--- src/rtl/deco_pkg.sv ---
// Shared types for the decoder index sequencer.
package deco_pkg;

    typedef enum logic {IDLE = 1'b0, RUN = 1'b1} scan_state_t;

    // Index width that still works for N=1 or N=2
    function automatic int idx_w(input int n);
        return (n <= 2) ? 1 : $clog2(n);
    endfunction

endpackage

--- src/rtl/deco_scan_ctrl_if.sv ---
// Control/status bundle between a scan controller and whoever starts it.
interface deco_scan_ctrl_if
    import deco_pkg::*;
#(
    parameter int N     = 20,
    parameter int DIV_W = 16
);
    localparam int IDX_W = idx_w(N);

    logic             start;
    logic             stop;
    logic             mode_cont;
    logic [DIV_W-1:0] div;
    logic [N-1:0]     mask;
    logic [IDX_W-1:0] idx;
    logic             en;
    logic             busy;
    logic             done;
    logic             wrap;

    modport master (output start, stop, mode_cont, div, mask,
                    input  idx, en, busy, done, wrap);
    modport slave  (input  start, stop, mode_cont, div, mask,
                    output idx, en, busy, done, wrap);
endinterface

--- src/rtl/deco_scan_next_idx.sv ---
// Next enabled position after idx within mask, plus lowest enabled position.
// Combinational, zero latency; no flow control. Built only with SCAN_MASK_EN.
// Lowest set bit wins because the loop walks downward and overwrites.
`ifdef SCAN_MASK_EN
module deco_scan_next_idx #(
    parameter int N     = 20,
    parameter int IDX_W = 5
) (
    input  logic [IDX_W-1:0] idx,
    input  logic [N-1:0]     mask,
    output logic [IDX_W-1:0] nxt_idx,
    output logic             wrapped,
    output logic [IDX_W-1:0] first_idx
);
    always_comb begin
        nxt_idx   = '0;
        first_idx = '0;
        wrapped   = 1'b1;
        for (int i = N - 1; i >= 0; i--) begin
            if (mask[i]) begin
                first_idx = IDX_W'(i);
                if (i > int'(idx)) begin
                    nxt_idx = IDX_W'(i);
                    wrapped = 1'b0;
                end
            end
        end
        if (wrapped) nxt_idx = first_idx;
    end
endmodule
`endif

--- src/rtl/deco_scan_ctrl.sv ---
// Index sequencer for a 1-of-N decoder; SCAN_MASK_EN enables skipping masked positions.
// Latency: all outputs registered; first idx/en appear the cycle after an accepted start.
// Backpressure: none; the scan free-runs until the pass ends or stop aborts it.
module deco_scan_ctrl
    import deco_pkg::*;
#(
    parameter int N     = 20,
    parameter int DIV_W = 16
) (
    input logic            clk,
    input logic            rst_n,
    deco_scan_ctrl_if.slave bus
);
    localparam int IDX_W = idx_w(N);

    scan_state_t      state_q, state_d;
    logic [IDX_W-1:0] idx_q, idx_d;
    logic             en_q, en_d, busy_q, busy_d, done_q, done_d, wrap_q, wrap_d;
    logic [DIV_W-1:0] cnt_q, cnt_d, div_q, div_d;
    logic             cont_q, cont_d;
    logic [IDX_W-1:0] nxt_idx, first_idx;
    logic             nxt_wrap, start_ok;

`ifdef SCAN_MASK_EN
    logic [N-1:0] mask_q, mask_d, mask_sel;

    // In IDLE the live mask feeds the walker so the first position is ready at start
    assign mask_sel = (state_q == IDLE) ? bus.mask : mask_q;
    assign start_ok = |bus.mask;

    deco_scan_next_idx #(.N(N), .IDX_W(IDX_W)) u_next (
        .idx      (idx_q),
        .mask     (mask_sel),
        .nxt_idx  (nxt_idx),
        .wrapped  (nxt_wrap),
        .first_idx(first_idx)
    );
`else
    logic unused_mask;

    assign unused_mask = ^bus.mask;
    assign start_ok    = 1'b1;
    assign first_idx   = '0;
    assign nxt_wrap    = (idx_q == IDX_W'(N - 1));
    assign nxt_idx     = nxt_wrap ? '0 : idx_q + IDX_W'(1);
`endif

    always_comb begin
        state_d = state_q;
        idx_d   = idx_q;
        en_d    = en_q;
        busy_d  = busy_q;
        done_d  = 1'b0;
        wrap_d  = 1'b0;
        cnt_d   = cnt_q;
        div_d   = div_q;
        cont_d  = cont_q;
`ifdef SCAN_MASK_EN
        mask_d  = mask_q;
`endif
        case (state_q)
            IDLE: begin
                if (bus.start && !bus.stop && start_ok) begin
                    state_d = RUN;
                    idx_d   = first_idx;
                    en_d    = 1'b1;
                    busy_d  = 1'b1;
                    cnt_d   = bus.div;
                    div_d   = bus.div;
                    cont_d  = bus.mode_cont;
`ifdef SCAN_MASK_EN
                    mask_d  = bus.mask;
`endif
                end
            end
            RUN: begin
                if (bus.stop) begin
                    state_d = IDLE;
                    idx_d   = '0;
                    en_d    = 1'b0;
                    busy_d  = 1'b0;
                    cnt_d   = '0;
                end else if (cnt_q != '0) begin
                    cnt_d = cnt_q - DIV_W'(1);
                end else if (nxt_wrap && !cont_q) begin
                    state_d = IDLE;
                    idx_d   = '0;
                    en_d    = 1'b0;
                    busy_d  = 1'b0;
                    done_d  = 1'b1;
                    wrap_d  = 1'b1;
                    cnt_d   = '0;
                end else begin
                    idx_d  = nxt_idx;
                    wrap_d = nxt_wrap;
                    cnt_d  = div_q;
                end
            end
            default: state_d = IDLE;
        endcase
    end

    always_ff @(posedge clk or negedge rst_n) begin
        if (!rst_n) begin
            state_q <= IDLE;
            idx_q   <= '0;
            en_q    <= 1'b0;
            busy_q  <= 1'b0;
            done_q  <= 1'b0;
            wrap_q  <= 1'b0;
            cnt_q   <= '0;
            div_q   <= '0;
            cont_q  <= 1'b0;
`ifdef SCAN_MASK_EN
            mask_q  <= '0;
`endif
        end else begin
            state_q <= state_d;
            idx_q   <= idx_d;
            en_q    <= en_d;
            busy_q  <= busy_d;
            done_q  <= done_d;
            wrap_q  <= wrap_d;
            cnt_q   <= cnt_d;
            div_q   <= div_d;
            cont_q  <= cont_d;
`ifdef SCAN_MASK_EN
            mask_q  <= mask_d;
`endif
        end
    end

    assign bus.idx  = idx_q;
    assign bus.en   = en_q;
    assign bus.busy = busy_q;
    assign bus.done = done_q;
    assign bus.wrap = wrap_q;

endmodule

--- src/flat_wrapper.sv ---
// flat-port wrapper written by rule: the top's interface ports become plain ports
module deco_scan_ctrl_flat import deco_pkg::*;
#(
    parameter int N     = 20,
    parameter int DIV_W = 16
)
  (clk, rst_n, bus_start, bus_stop, bus_mode_cont, bus_div, bus_mask, bus_idx, bus_en, bus_busy, bus_done, bus_wrap);
  deco_scan_ctrl_if #(.N(N), .DIV_W(DIV_W)) bus_i ();
  input logic clk;
  input logic rst_n;
  input wire logic [$bits(bus_i.start)-1:0] bus_start;
  input wire logic [$bits(bus_i.stop)-1:0] bus_stop;
  input wire logic [$bits(bus_i.mode_cont)-1:0] bus_mode_cont;
  input wire logic [$bits(bus_i.div)-1:0] bus_div;
  input wire logic [$bits(bus_i.mask)-1:0] bus_mask;
  output wire logic [$bits(bus_i.idx)-1:0] bus_idx;
  output wire logic [$bits(bus_i.en)-1:0] bus_en;
  output wire logic [$bits(bus_i.busy)-1:0] bus_busy;
  output wire logic [$bits(bus_i.done)-1:0] bus_done;
  output wire logic [$bits(bus_i.wrap)-1:0] bus_wrap;
  assign bus_i.start = bus_start;
  assign bus_i.stop = bus_stop;
  assign bus_i.mode_cont = bus_mode_cont;
  assign bus_i.div = bus_div;
  assign bus_i.mask = bus_mask;
  assign bus_idx = bus_i.idx;
  assign bus_en = bus_i.en;
  assign bus_busy = bus_i.busy;
  assign bus_done = bus_i.done;
  assign bus_wrap = bus_i.wrap;
  deco_scan_ctrl #(.N(N), .DIV_W(DIV_W)) u_core (.clk(clk), .rst_n(rst_n), .bus(bus_i));
endmodule
--- config.mk ---
export PLATFORM = sky130hd
export DESIGN_NAME = deco_scan_ctrl_flat
export DESIGN_NICKNAME = d
export VERILOG_FILES = /design/src/rtl/deco_pkg.sv /design/src/rtl/deco_scan_ctrl_if.sv /design/src/rtl/deco_scan_next_idx.sv /design/src/rtl/deco_scan_ctrl.sv /design/src/flat_wrapper.sv
export SDC_FILE = /design/constraint.sdc
export NUM_CORES = 1
export LEC_CHECK = 0
export BUFFER_PORTS_ARGS = -buffer_cell sky130_fd_sc_hd__buf_4
export CAP_MARGIN = 20
export CORE_MARGIN = 2
export CORE_UTILIZATION = 50
export DETAILED_ROUTE_END_ITERATION = 12
export PLACE_DENSITY_LB_ADDON = 0.05
export SLEW_MARGIN = 15
export SYNTH_ARGS = -nofsm -noshare
export SYNTH_HDL_FRONTEND = slang
export SYNTH_SLANG_ARGS = --single-unit
--- constraint.sdc ---
create_clock -name clk -period 3.46 [get_ports clk]
set_input_delay 0.692 -clock clk [delete_from_list [all_inputs] [get_ports clk]]
set_output_delay 0.692 -clock clk [all_outputs]
set_load 0.02 [all_outputs]
* Word-level counts from Yosys, hierarchy flattened
Index checks and enable logic that the tools add are counted.
Word-level totals: bits in registers 42, bits of input ports 41, word-level logic and storage cells 52
Cells by class: add/subtract/negate cells 2, equal/unequal tests 4, muxes and demuxes 29, bitwise logic cells 1, reduce and logical (&&, ||, !) cells 8
Operators by type and width (number):
- 16-bit two-way mux | 4
- 16-bit case mux with 2 select lines | 1
- 5-bit two-way mux | 5
- 1-bit two-way mux | 16
- 16-bit nonzero test | 1
- 16-bit by 1-bit subtractor with 16-bit output (second input constant) | 1
- 5-bit case mux with 2 select lines | 1
- 3-bit != test (second input constant) | 2
- 5-bit by 1-bit adder with 5-bit output (second input constant) | 1
- 5-bit equality test (second input constant) | 1
- 1-bit case mux with 2 select lines | 2
- 2-bit AND reduction | 2
- 3-bit AND reduction | 1
- 1-bit logical AND | 2
- 1-bit logical NOT | 2
- 2-bit by 1-bit != test with 1-bit output (second input constant) | 1
- 1-bit NOT | 1

* Longest topological paths before layout
Gate-level depths: netlist of the first run.
depth after elaboration 6, gate-level depth with buffers 8, mapped depth without buffers 7

* Worst setup path before layout of the first run
Ideal clock, no wire load.
path kind flip-flop to flip-flop, start point register u_core.cnt_q[0], end point register u_core.cnt_q[14], library setup time 0.137 ns, arrival 1.994 ns, required time 3.323 ns, slack 1.329 ns, cell stages (with the launch flop) 9, buffers on the path 1, period minus slack after synthesis 2.131 ns, cells stage by stage dfrtp_1 inv_1 ha_1 or3b_2 clkbuf_1 nor2_4 or4b_1 a21oi_1 o22ai_1
On the way: longest elaborated chain between the ends 4, elaborated cells on any way between the ends 5, those cells by class add/sub: 1; mux: 3; reduce/logical: 1
RTL lines:
- start, declared | line deco_scan_ctrl.sv:19 | logic [DIV_W-1:0] cnt_q, cnt_d, div_q, div_d;
- start signal, assigned | line deco_scan_ctrl.sv:124 | cnt_q <= cnt_d;
- 16-bit by 1-bit subtractor with 16-bit output / 16-bit nonzero test (equally long branches) | line deco_scan_ctrl.sv:84, deco_scan_ctrl.sv:83
- 16-bit two-way mux * | line deco_scan_ctrl.sv:83 | end else if (cnt_q != '0) begin
- 16-bit two-way mux * | line deco_scan_ctrl.sv:77 | if (bus.stop) begin
- 16-bit case mux with 2 select lines * | line deco_scan_ctrl.sv:61 | case (state_q)
Mark *: on every way between the ends. The rest lies on a longest branch, timed or not. A chain may end at the register's enable or synchronous reset.

* Worst setup path after layout of the first run
start point register u_core.cnt_q[0], end point register u_core.cnt_q[10]
Same word-level chain as after synthesis.

==> results of run 1 <==
logic make-up after synthesis:
| family | after synthesis | synth area share |
|---|---|---|
| adders and majority gates | 3 | 0.0164 |
| xor gates and xnor gates | 7 | 0.0268 |
| and+or+nand+nor | 127 | 0.280 |
| buffers and inverters | 25 | 0.0466 |
| DFF | 42 | 0.460 |
| AOI/OAI and AO/OA | 54 | 0.170 |
through the flow:
stage / setup slack (ns) / instance area [sq um] / hold slack, ns
after floorplan: 1.33 / 2280 / 0.396
after global placement: 1.04 / 2510 / 0.459
after detailed placement: 0.998 / 2510 / 0.457
after CTS: 1.11 / 2620 / 0.395
after global routing: 0.950 / 2620 / 0.412
final: 1.10 / 2620 / 0.373
worst paths after layout:
path                                 start                 to  slack, ns  cells after the start
max                        u_core.cnt_q[0]   u_core.cnt_q[10]       1.10                      8
min                                  rst_n  u_core.bus.idx[0]       0.37                      1
max reg2reg                u_core.cnt_q[0]   u_core.cnt_q[10]       1.10                      8
min reg2reg                u_core.div_q[0]    u_core.div_q[0]       0.48                      2
max in group asynchronous            rst_n   u_core.cnt_q[15]       2.72                      1
min in group clk           u_core.div_q[0]    u_core.div_q[0]       0.48                      2
flip-flops by register name, summed over array words and instances (netlist names):
signal,cells
u_core.bus.idx,5
u_core.state_q,1
u_core.cont_q,1
u_core.bus.wrap,1
u_core.bus.done,1
u_core.bus.en,1
u_core.cnt_q,16
u_core.div_q,16
placed cells by master (no fill, tap or decap), types with 6 or more instances in the layout:
cell type  instances
buf_4             32
nand3_1            7
o21ai_0           11
nor4_1             6
xnor2_1            7
nor2_1             8
inv_1              8
clkbuf_8           8
a21oi_1            8
dfrtp_1           42
a22oi_1            7
nand2_1           71
a221o_1            6
nor3_1             8
metal layers:
metal | share of wire | vias to the layer above | wire (um)
li1 | - | 962 | -
met3 | 0.051 | 5 | 276
met5 | 0 | - | 0
met4 | 0.012 | 0 | 64
met1 | 0.47 | 948 | 2570
met2 | 0.46 | 53 | 2530
worst max-delay path: cells and delay by family (launching register included):
kind            cells  cell delay, ns
fa+ha+maj           1            0.17
compound gates      2            0.44
buf+inv             2            0.34
flops               1            0.42
simple gates        3            0.87
where the power goes:
part	leakage (nW)	total, W	internal [W]	switching (W)
logic	0.614	0.000757	0.000339	0.000418
clock network	0.0575	0.000377	0.000202	0.000176
registers	0.540	0.000850	0.000662	0.000188
total	1.21	0.00198	0.00120	0.000782
area by class of cell:
type,count,area share
multi-input cells,191,0.429
flip-flops and latches,42,0.401
well taps,52,0.0248
clock buffers,8,0.0420
repair buffers,32,0.0916
inverters,8,0.0115
==> key figures, run 1 <==
Worst setup path
  – Worst Path Arrival: 2.55 ns
  – Worst Setup End Kind: register
  – Slowest stage cell on the critical path: dfrtp_1
  – Crit-path max cell delay: 0.42 ns
  – CP Launch Type: register
  – Crit path cell chain: inv_1, ha_1, nor4b_2, nand4_1, buf_4, nand2_1, a22oi_1, a221o_1
  – Setup CP Type: register to register
  – Worst EP required: 3.65 ns
  – Crit-path max FO: 13

Detailed routing
  – Vias: 1968
  – Vias/cell: 5.91
  – Starting DRT DRC Count: 117
  – Drt pass-1 iters: 4
  – Antenna Nets Post-Route: 0
  – DRC errors left: 0
  – Final WL: 5.44 mm
  – Routed WL per cell: 16.3 um

Layout
  – Layout cell share with drive strength beyond 1: 0.178
  – Filler instances: 415
  – Final core utilization: 0.598
  – Synthesis-to-finish area growth: 14.8%
  – Total Nets Final: 324
  – Fin cells: 333
  – Reg area: 1050 sq um
  – Multi-input gate area: 1130 sq um
  – # diodes: 0

Worst hold path
  – Worst hold path type: input pin to async pin

Global routing
  – Number of global-route vias before repair: 1864
  – Met2 Use GR: 0.371
  – Most Crowded Layer GR: met2
  – Grt met3 use: 0.0464
  – Grt ovf: 0
  – GRT Total Usage: 0.231
  – Initial antenna violation count: 0
  – First-pass GRT wire length: 9.12 mm
  – Met1 usage: 0.321
  – Largest net degree at the start of global routing: 43

Timing
  – Fin Setup TNS: 0 ns
  – Slew Viols, Final: 0
  – Final worst-path cycle share: 0.683
  – Slew @ Worst Pin: 0.563 ns
  – Final hold vios: 0
  – Setup Skew: 0.00833 ns
  – Max_slew headroom: 0.624
  – # setup viols final: 0
  – RSZ-0062 raised after global routing: no
  – Peak Freq: 423 MHz
  – Fin crit period: 2.36 ns

Clock network
  – H-tree lvl count: 2
  – Clk buf depth: 2
  – Clock slew at reported path FFs: 0.08 ns
  – Worst-Skew Late Latency: 0.30 ns
  – CTS root buffer: clkbuf_8
  – Post-CTS sizing: 0
  – Postcts setup bufs: 0
  – CTS tree: built
  – Num CTS Buffers: 5
  – # clock sinks: 42
  – CTS hold repair buffers: 0

Synth
  – Synth top area cells: dfrtp_1, nand2_1, xnor2_1
  – Synth unique cells: 52
  – Seq cells post-synth: 42
  – Post-synth EDFFs: 0
  – Seq/Total Area, Yosys: 0.460
  – Avg Inst Size Synth: 8.85 sq um
  – Ys async rst share: 1.00
  – Synthesized area: 2280 sq um
  – Ys flop type: dfrtp_1
  – Ys Warns: 0
  – Synth Instances: 258
  – Yosys top cell area share: 0.460
  – Count leader, synth: nand2_1
  – Synth top cells by count: nand2_1, dfrtp_1, clkbuf_1
  – Cell taking the most area after synthesis: dfrtp_1
  – Syn_nets: 302

Floorplan
  – Die Y-Extent: 71.6 um
  – Row Count: 24
  – Die area: 5120 sq um
  – Initial Utilization: 0.521
  – IO Pins: 50
  – Core footprint: 4380 sq um
  – Die width: 71.6 um

Power
  – Overall power consumption: 0.00198 W
  – Leakage: 1.21 nW
  – Cell area power density: 757 nW/um^2
  – Maximum VDD drop: 0.470 mV

Placed design
  – # port buffers: 29
  – Dpl hpwl: 3.63 mm
  – Placer congestion estimate: 0.860
  – Post-Place Cells: 325

Status
  – Run status: finished, final reports clean

Job
  – Max_cap viols: 0
(Power assumes the default switching activity.)
==> run 2: changes to the inputs <==
--- a/config.mk
+++ b/config.mk
@@ -5,6 +5,7 @@
 export SDC_FILE = /design/constraint.sdc
 export NUM_CORES = 1
 export LEC_CHECK = 0
+export ABC_AREA = 1
 export BUFFER_PORTS_ARGS = -buffer_cell sky130_fd_sc_hd__buf_4
 export CAP_MARGIN = 20
 export CORE_MARGIN = 2
==> constraint.sdc (replaced) <==
create_clock -name clk -period 2.4 [get_ports clk]
set_input_delay 0.48 -clock clk [delete_from_list [all_inputs] [get_ports clk]]
set_output_delay 0.48 -clock clk [all_outputs]
set_load 0.02 [all_outputs]
==> run 2 against run 1 <==
Net effect: largest cell class unchanged; clock skew about the same; critical endpoint is now u_core.cnt_q[0]; sequential power grew 35%; register-to-register slack worse by 0.47 ns.
==> key figures, run 2 <==
Status
  – Run status: finished, final reports clean (unchanged)

Clock network
  – CTS hold repair buffers: 0 (unchanged)
  – Num CTS Buffers: 5 (unchanged)
  – CTS tree: built (unchanged)
  – Clock slew at reported path FFs: 0.08 ns (about the same)
  – Clk buf depth: 2 (unchanged)
  – Post-CTS sizing: 0 (unchanged)
  – Postcts setup bufs: 0 (unchanged)
  – CTS root buffer: clkbuf_8 (unchanged)
  – Worst-Skew Late Latency: 0.30 ns (about the same)
  – H-tree lvl count: 2 (unchanged)
  – # clock sinks: 42 (unchanged)

Power
  – Maximum VDD drop: 0.376 mV (was 0.470 mV)
  – Overall power consumption: 0.00301 W (was 0.00198 W)
  – Leakage: 1.56 nW (was 1.21 nW)
  – Cell area power density: 1020 nW/um^2 (was 757 nW/um^2)

Detailed routing
  – DRC errors left: 0 (unchanged)
  – Vias: 2216 (was 1968)
  – Antenna Nets Post-Route: 0 (unchanged)
  – Starting DRT DRC Count: 94 (was 117)
  – Drt pass-1 iters: 4 (unchanged)
  – Final WL: 5.88 mm (was 5.44 mm)
  – Routed WL per cell: 13.0 um (was 16.3 um)
  – Vias/cell: 4.91 (was 5.91)

Synth
  – Synth top area cells: dfrtp_1, nand2_1, inv_1 (was dfrtp_1, nand2_1, xnor2_1)
  – Synth Instances: 350 (was 258)
  – Seq cells post-synth: 42 (unchanged)
  – Post-synth EDFFs: 0 (unchanged)
  – Ys Warns: 0 (unchanged)
  – Synth top cells by count: nand2_1, dfrtp_1, inv_1 (was nand2_1, dfrtp_1, clkbuf_1)
  – Ys flop type: dfrtp_1 (unchanged)
  – Yosys top cell area share: 0.409 (was 0.460)
  – Syn_nets: 394 (was 302)
  – Count leader, synth: nand2_1 (unchanged)
  – Cell taking the most area after synthesis: dfrtp_1 (unchanged)
  – Synth unique cells: 32 (was 52)
  – Seq/Total Area, Yosys: 0.409 (was 0.460)
  – Ys async rst share: 1.00 (unchanged)
  – Avg Inst Size Synth: 7.34 sq um (was 8.85 sq um)
  – Synthesized area: 2570 sq um (was 2280 sq um)

Timing
  – Final worst-path cycle share: 0.740 (was 0.683)
  – Setup Skew: 0.00807 ns (was 0.00833 ns)
  – Max_slew headroom: 0.635 (was 0.624)
  – Slew Viols, Final: 0 (unchanged)
  – RSZ-0062 raised after global routing: no (unchanged)
  – Slew @ Worst Pin: 0.548 ns (was 0.563 ns)
  – # setup viols final: 0 (unchanged)
  – Final hold vios: 0 (unchanged)
  – Peak Freq: 563 MHz (was 423 MHz)
  – Fin Setup TNS: 0 ns (unchanged)
  – Fin crit period: 1.77 ns (was 2.36 ns)

Global routing
  – GRT Total Usage: 0.231 (about the same)
  – First-pass GRT wire length: 9.84 mm (was 9.12 mm)
  – Number of global-route vias before repair: 2099 (was 1864)
  – Initial antenna violation count: 0 (unchanged)
  – Grt ovf: 0 (unchanged)
  – Largest net degree at the start of global routing: 43 (unchanged)

Worst setup path
  – Crit-path max FO: 8 (was 13)
  – Worst Setup End Kind: register (unchanged)
  – Worst EP required: 2.58 ns (was 3.65 ns)
  – Worst Path Arrival: 1.95 ns (was 2.55 ns)
  – Critical R2R Launch: u_core.bus.idx[0] (was u_core.cnt_q[0])
  – FF-to-FF End: u_core.cnt_q[0] (was u_core.cnt_q[10])
  – Reg2Reg Depth: 8 (unchanged)
  – R2R setup slack: 0.63 ns (was 1.10 ns)
  – CP Launch Type: register (unchanged)
  – Setup CP Type: register to register (unchanged)

Floorplan
  – Die area: 5730 sq um (was 5120 sq um)
  – IO Pins: 50 (unchanged)
  – Initial Utilization: 0.509 (was 0.521)
  – Core footprint: 5040 sq um (was 4380 sq um)
  – Row Count: 26 (was 24)
  – Die width: 75.7 um (was 71.6 um)
  – Die Y-Extent: 75.7 um (was 71.6 um)

Layout
  – # diodes: 0 (unchanged)
  – Layout cell share with drive strength beyond 1: 0.171 (was 0.178)
  – Most common cell after layout, fill and taps aside: nand2_1 (unchanged)
  – Most frequent cells in the layout: nand2_1, inv_1, dfrtp_1 (was nand2_1, dfrtp_1, buf_4)
  – Total Nets Final: 425 (was 324)
  – Synthesis-to-finish area growth: 14.7% (was 14.8%)

Worst hold path
  – Worst hold path type: input pin to async pin (unchanged)

Placed design
  – Placer congestion estimate: 0.931 (was 0.860)
  – # port buffers: 29 (unchanged)
  – Dpl hpwl: 4.27 mm (was 3.63 mm)

Job
  – Max_cap viols: 0 (unchanged)
run 2: cell count changes in the layout (fill, tap and decap cells not counted), moves of 4 or more:
| cell | before | now |
|---|---|---|
| nor2_1 | 8 | 27 |
| a221o_1 | 6 | 0 |
| o21ai_0 | 11 | 23 |
| nand2_4 | 0 | 4 |
| nand2_1 | 71 | 121 |
| o21ai_2 | 0 | 5 |
| xnor2_1 | 7 | 0 |
| nor3_1 | 8 | 4 |
| nand3_1 | 7 | 28 |
| a22oi_1 | 7 | 0 |
| inv_1 | 8 | 42 |
| nor4_1 | 6 | 0 |
run 2: worst max-delay path by stage:
stage                            startpoint  slack (ns)  depth (start not counted)               to
after CTS                 u_core.bus.idx[0]        0.62                          8  u_core.cnt_q[0]
after floorplan           u_core.bus.idx[1]        0.80                          8  u_core.cnt_q[0]
after detailed placement  u_core.bus.idx[0]        0.65                          8  u_core.cnt_q[0]
final                     u_core.bus.idx[0]        0.63                          8  u_core.cnt_q[0]
after global routing      u_core.bus.idx[1]        0.40                          8  u_core.cnt_q[1]
after global placement    u_core.bus.idx[1]        0.67                          8    u_core.bus.en
run 2: layer usage:
metal | vias up | GRT usage | share of wire
met5 | - | 0 | 0
met4 | 0 | 0.0858 | 0.025
met3 | 14 | 0.0503 | 0.034
met2 | 39 | 0.374 | 0.46
met1 | 998 | 0.304 | 0.48
li1 | 1165 | - | -
run 2: cell type report:
class	count	area (sq um)
Timing Repair Buffer	32	240
Tap cell	70	87.6
Inverter	45	174
Fill cell	490	2100
Sequential cell	42	1050
Clock buffer	6	82.6
Clock inverter	1	30.0
Multi-Input combinational cell	255	1280
run 2: worst max-delay path, stage by stage (launching register included):
cell and delay [ns]:
dfrtp_1 0.40, ha_1 0.25, nand2_1 0.07, inv_1 0.07, nand2_1 0.13, o21ai_4 0.37
nand2_1 0.18, nand2_1 0.11, o211ai_1 0.08
run 2: through the flow:
stage               instance area, sq um  worst slack [ns]   util  hold slack [ns]  cells
finish                              2950             0.625  0.584            0.156    451
global route                        2950             0.399  0.584            0.209    451
CTS                                 2950             0.620  0.584            0.177    451
detailed placement                  2830             0.648  0.562            0.465    444
global placement                    2830             0.674  0.562            0.462    444
floorplan                           2570             0.798      -            0.184    350
run 2: where the power goes:
part	total, W	internal (W)	switching (W)
logic	0.00128	0.000456	0.000822
registers	0.00115	0.000935	0.000217
clock network	0.000578	0.000333	0.000245
total	0.00301	0.00172	0.00128
run 2: kinds of logic (layout without fill, tap and decap cells):
| family | count (synthesis) | count (layout) | share of synthesized area |
|---|---|---|---|
| DFF | 42 | 42 | 0.409 |
| xor gates and xnor gates | 3 | 3 | 0.0102 |
| AOI/OAI and AO/OA | 47 | 47 | 0.108 |
| buffers and inverters | 53 | 84 | 0.0921 |
| adders and majority gates | 3 | 3 | 0.0146 |
| and+or+nand+nor | 202 | 202 | 0.366 |
==> run 3: changes to the inputs <==
--- a/config.mk
+++ b/config.mk
@@ -5,7 +5,7 @@
 export SDC_FILE = /design/constraint.sdc
 export NUM_CORES = 1
 export LEC_CHECK = 0
-export ABC_AREA = 1
+export ABC_AREA = 0
 export BUFFER_PORTS_ARGS = -buffer_cell sky130_fd_sc_hd__buf_4
 export CAP_MARGIN = 20
 export CORE_MARGIN = 2
==> constraint.sdc (replaced) <==
create_clock -name clk -period 1.8 [get_ports clk]
set_input_delay 0.36 -clock clk [delete_from_list [all_inputs] [get_ports clk]]
set_output_delay 0.36 -clock clk [all_outputs]
set_load 0.02 [all_outputs]
==> run 3 against run 2 <==
Net effect: the run now ends with negative setup slack left; register-to-register slack got worse by 0.78 ns; sequential share of layout area fell by 3.5 points; total power rose by 65%; via count fell by 3.8%; cell area rose by 11%; die area fell by 11%; combinational power rose by 110%; non-clock buffer count rose by 52; clock-buffer cell count rose by 2; first-iteration DRC count rose by 31%.
==> key figures, run 3 (synthesis gave the netlist of run 1 again) <==
Global routing
  – GRT Total Usage: 0.254 (was 0.231)
  – First-pass GRT wire length: 10.1 mm (was 9.84 mm)
  – Initial antenna violation count: 0 (unchanged)
  – Number of global-route vias before repair: 2036 (was 2099)
  – Largest net degree at the start of global routing: 43 (unchanged)
  – Grt ovf: 0 (unchanged)

Placed design
  – # port buffers: 29 (unchanged)
  – Dpl hpwl: 3.99 mm (was 4.27 mm)
  – Placer congestion estimate: 0.818 (was 0.931)
  – Area after DPL: 2890 sq um (was 2830 sq um)

Clock network
  – CTS root buffer: clkbuf_8 (unchanged)
  – Clock slew at reported path FFs: 0.08 ns (about the same)
  – Clk buf depth: 2 (unchanged)
  – Worst-Skew Late Latency: 0.30 ns (about the same)
  – H-tree lvl count: 2 (unchanged)
  – # clock sinks: 42 (unchanged)
  – CTS tree: built (unchanged)
  – Num CTS Buffers: 5 (unchanged)

Floorplan
  – IO Pins: 50 (unchanged)
  – Die area: 5120 sq um (was 5730 sq um)
  – Core footprint: 4380 sq um (was 5040 sq um)
  – Die width: 71.6 um (was 75.7 um)
  – Initial Utilization: 0.521 (was 0.509)
  – Row Count: 24 (was 26)
  – Die Y-Extent: 71.6 um (was 75.7 um)

Worst setup path
  – Worst EP required: 2.03 ns (was 2.58 ns)
  – R2R setup slack: -0.16 ns (was 0.63 ns)
  – Setup CP Type: register to register (unchanged)
  – Critical R2R Launch: u_core.cnt_q[4] (was u_core.bus.idx[0])
  – FF-to-FF End: u_core.cnt_q[15] (was u_core.cnt_q[0])
  – CP Launch Type: register (unchanged)
  – Worst Path Arrival: 2.19 ns (was 1.95 ns)
  – Worst Setup End Kind: register (unchanged)
  – Reg2Reg Depth: 6 (was 8)
  – Crit-path max FO: 8 (unchanged)

Timing
  – Max_slew headroom: 0.650 (was 0.635)
  – Slew @ Worst Pin: 0.525 ns (was 0.548 ns)
  – Fin crit period: 1.96 ns (was 1.77 ns)
  – Peak Freq: 510 MHz (was 563 MHz)
  – Slew Viols, Final: 0 (unchanged)
  – Fin Setup TNS: -1.66 ns (was 0 ns)
  – RSZ-0062 raised after global routing: yes (was no)
  – Final hold slack: 0.0404 ns (was 0.156 ns)
  – Final worst setup slack: -0.160 ns (was 0.625 ns)
  – # setup viols final: 19 (was 0)
  – Final hold vios: 0 (unchanged)
  – Setup Skew: 0.00657 ns (was 0.00807 ns)
  – Final worst-path cycle share: 1.09 (was 0.740)

Layout
  – Total Nets Final: 376 (was 425)
  – Layout cell share with drive strength beyond 1: 0.393 (was 0.171)
  – # diodes: 0 (unchanged)
  – Filler instances: 326 (was 490)
  – Post-route cell area: 3280 sq um (was 2950 sq um)
  – Most common cell after layout, fill and taps aside: buf_4 (was nand2_1)
  – Most frequent cells in the layout: buf_4, nand2_1, dfrtp_1 (was nand2_1, inv_1, dfrtp_1)
  – Synthesis-to-finish area growth: 43.5% (was 14.7%)

Power
  – NetSw: 0.00191 W (was 0.00128 W)
  – Maximum VDD drop: 0.896 mV (was 0.376 mV)
  – Clock power frac: 0.145 (was 0.192)
  – Cell area power density: 1520 nW/um^2 (was 1020 nW/um^2)
  – Internal power: 0.00305 W (was 0.00172 W)
  – Sequential Power Share: 0.310 (was 0.383)
  – Leakage: 1.53 nW (was 1.56 nW)
  – Switching Share: 0.385 (was 0.427)
  – Share of power burned in combinational logic: 0.545 (was 0.425)

Detailed routing
  – Final WL: 5.97 mm (was 5.88 mm)
  – Antenna Nets Post-Route: 0 (unchanged)
  – Starting DRT DRC Count: 123 (was 94)
  – Vias: 2132 (was 2216)
  – DRC errors left: 0 (unchanged)
  – Drt pass-1 iters: 4 (unchanged)
  – Vias/cell: 5.54 (was 4.91)
  – Routed WL per cell: 15.5 um (was 13.0 um)

Status
  – Run status: finished with violations (was finished, final reports clean)
  – Failing checks: negative setup slack

Job
  – Max_cap viols: 0 (unchanged)

Worst hold path
  – Worst hold path type: input pin to async pin (unchanged)
[run 3: cell count changes in the layout (fill, tap and decap cells not counted), sizes merged, moves of 4 or more]
cell	change
a22oi	+7
xnor2	+7
nor4	+7
nor3	+4
o21ai	-21
inv	-36
nand2	-58
nand3	-21
buf	+52
a221o	+6
nor2	-26
[run 3: critical path: stages, from the launching register on]
cell and delay, ns:
dfrtp_1 0.38, or4_4 0.65, buf_4 0.19, nor4_4 0.28, nor3_1 0.07, a221o_1 0.26
nand3_1 0.06
[run 3: routing by layer]
layer,wire (um),share of wire,global-route usage,up-vias
met2,2860,0.48,0.408,39
met1,2810,0.47,0.356,1020
met3,189,0.032,0.0436,9
li1,-,-,-,1064
met5,0,0,0,-
met4,108,0.018,0.0734,0
[run 3: stage by stage]
step / total power (W) / utilization / std cells / setup WS [ns]
3_3_place_gp: 0.00367 / 0.660 / 365 / -0.196
5_1_grt: 0.00531 / 0.747 / 385 / -0.284
3_5_place_dp: 0.00371 / 0.660 / 365 / -0.193
2_1_floorplan: 0.00298 / - / 258 / -0.179
4_1_cts: 0.00474 / 0.717 / 379 / -0.149
6_report: 0.00497 / 0.747 / 385 / -0.160
[run 3: area by class of cell]
cell class	instances	area, sq um	area share
clock buffers	8	110	0.0336
inverters	8	30.0	0.00917
multi-input cells	191	1330	0.406
flip-flops and latches	42	1050	0.322
well taps	52	65.1	0.0199
repair buffers	84	686	0.209
[run 3: power by group through the flow]
stage,Clock (W),Sequential [W],Combinational (W)
2_1_floorplan,0,0.00160,0.00137
3_3_place_gp,0,0.00153,0.00215
3_5_place_dp,0,0.00154,0.00217
4_1_cts,0.000733,0.00153,0.00248
5_1_grt,0.000764,0.00159,0.00296
6_report,0.000720,0.00154,0.00271
[run 3: worst max-delay path by stage]
stage,start,end,slack (ns),cells after the start
final,u_core.cnt_q[4],u_core.cnt_q[15],-0.16,6
after global routing,u_core.cnt_q[3],u_core.cnt_q[11],-0.28,6
after CTS,u_core.cnt_q[2],u_core.cnt_q[9],-0.15,6
after detailed placement,u_core.cnt_q[11],u_core.cnt_q[14],-0.19,5
after global placement,u_core.cnt_q[11],u_core.cnt_q[15],-0.20,6
after floorplan,u_core.cnt_q[0],u_core.cnt_q[14],-0.18,8
[run 3: timing repair]
action,CTS,global route
gates resized for setup,23,21
hold buffers,0,0
setup endpoints to repair,22,25
pin swaps,15,14
cloned,1,0
setup buffers,5,6
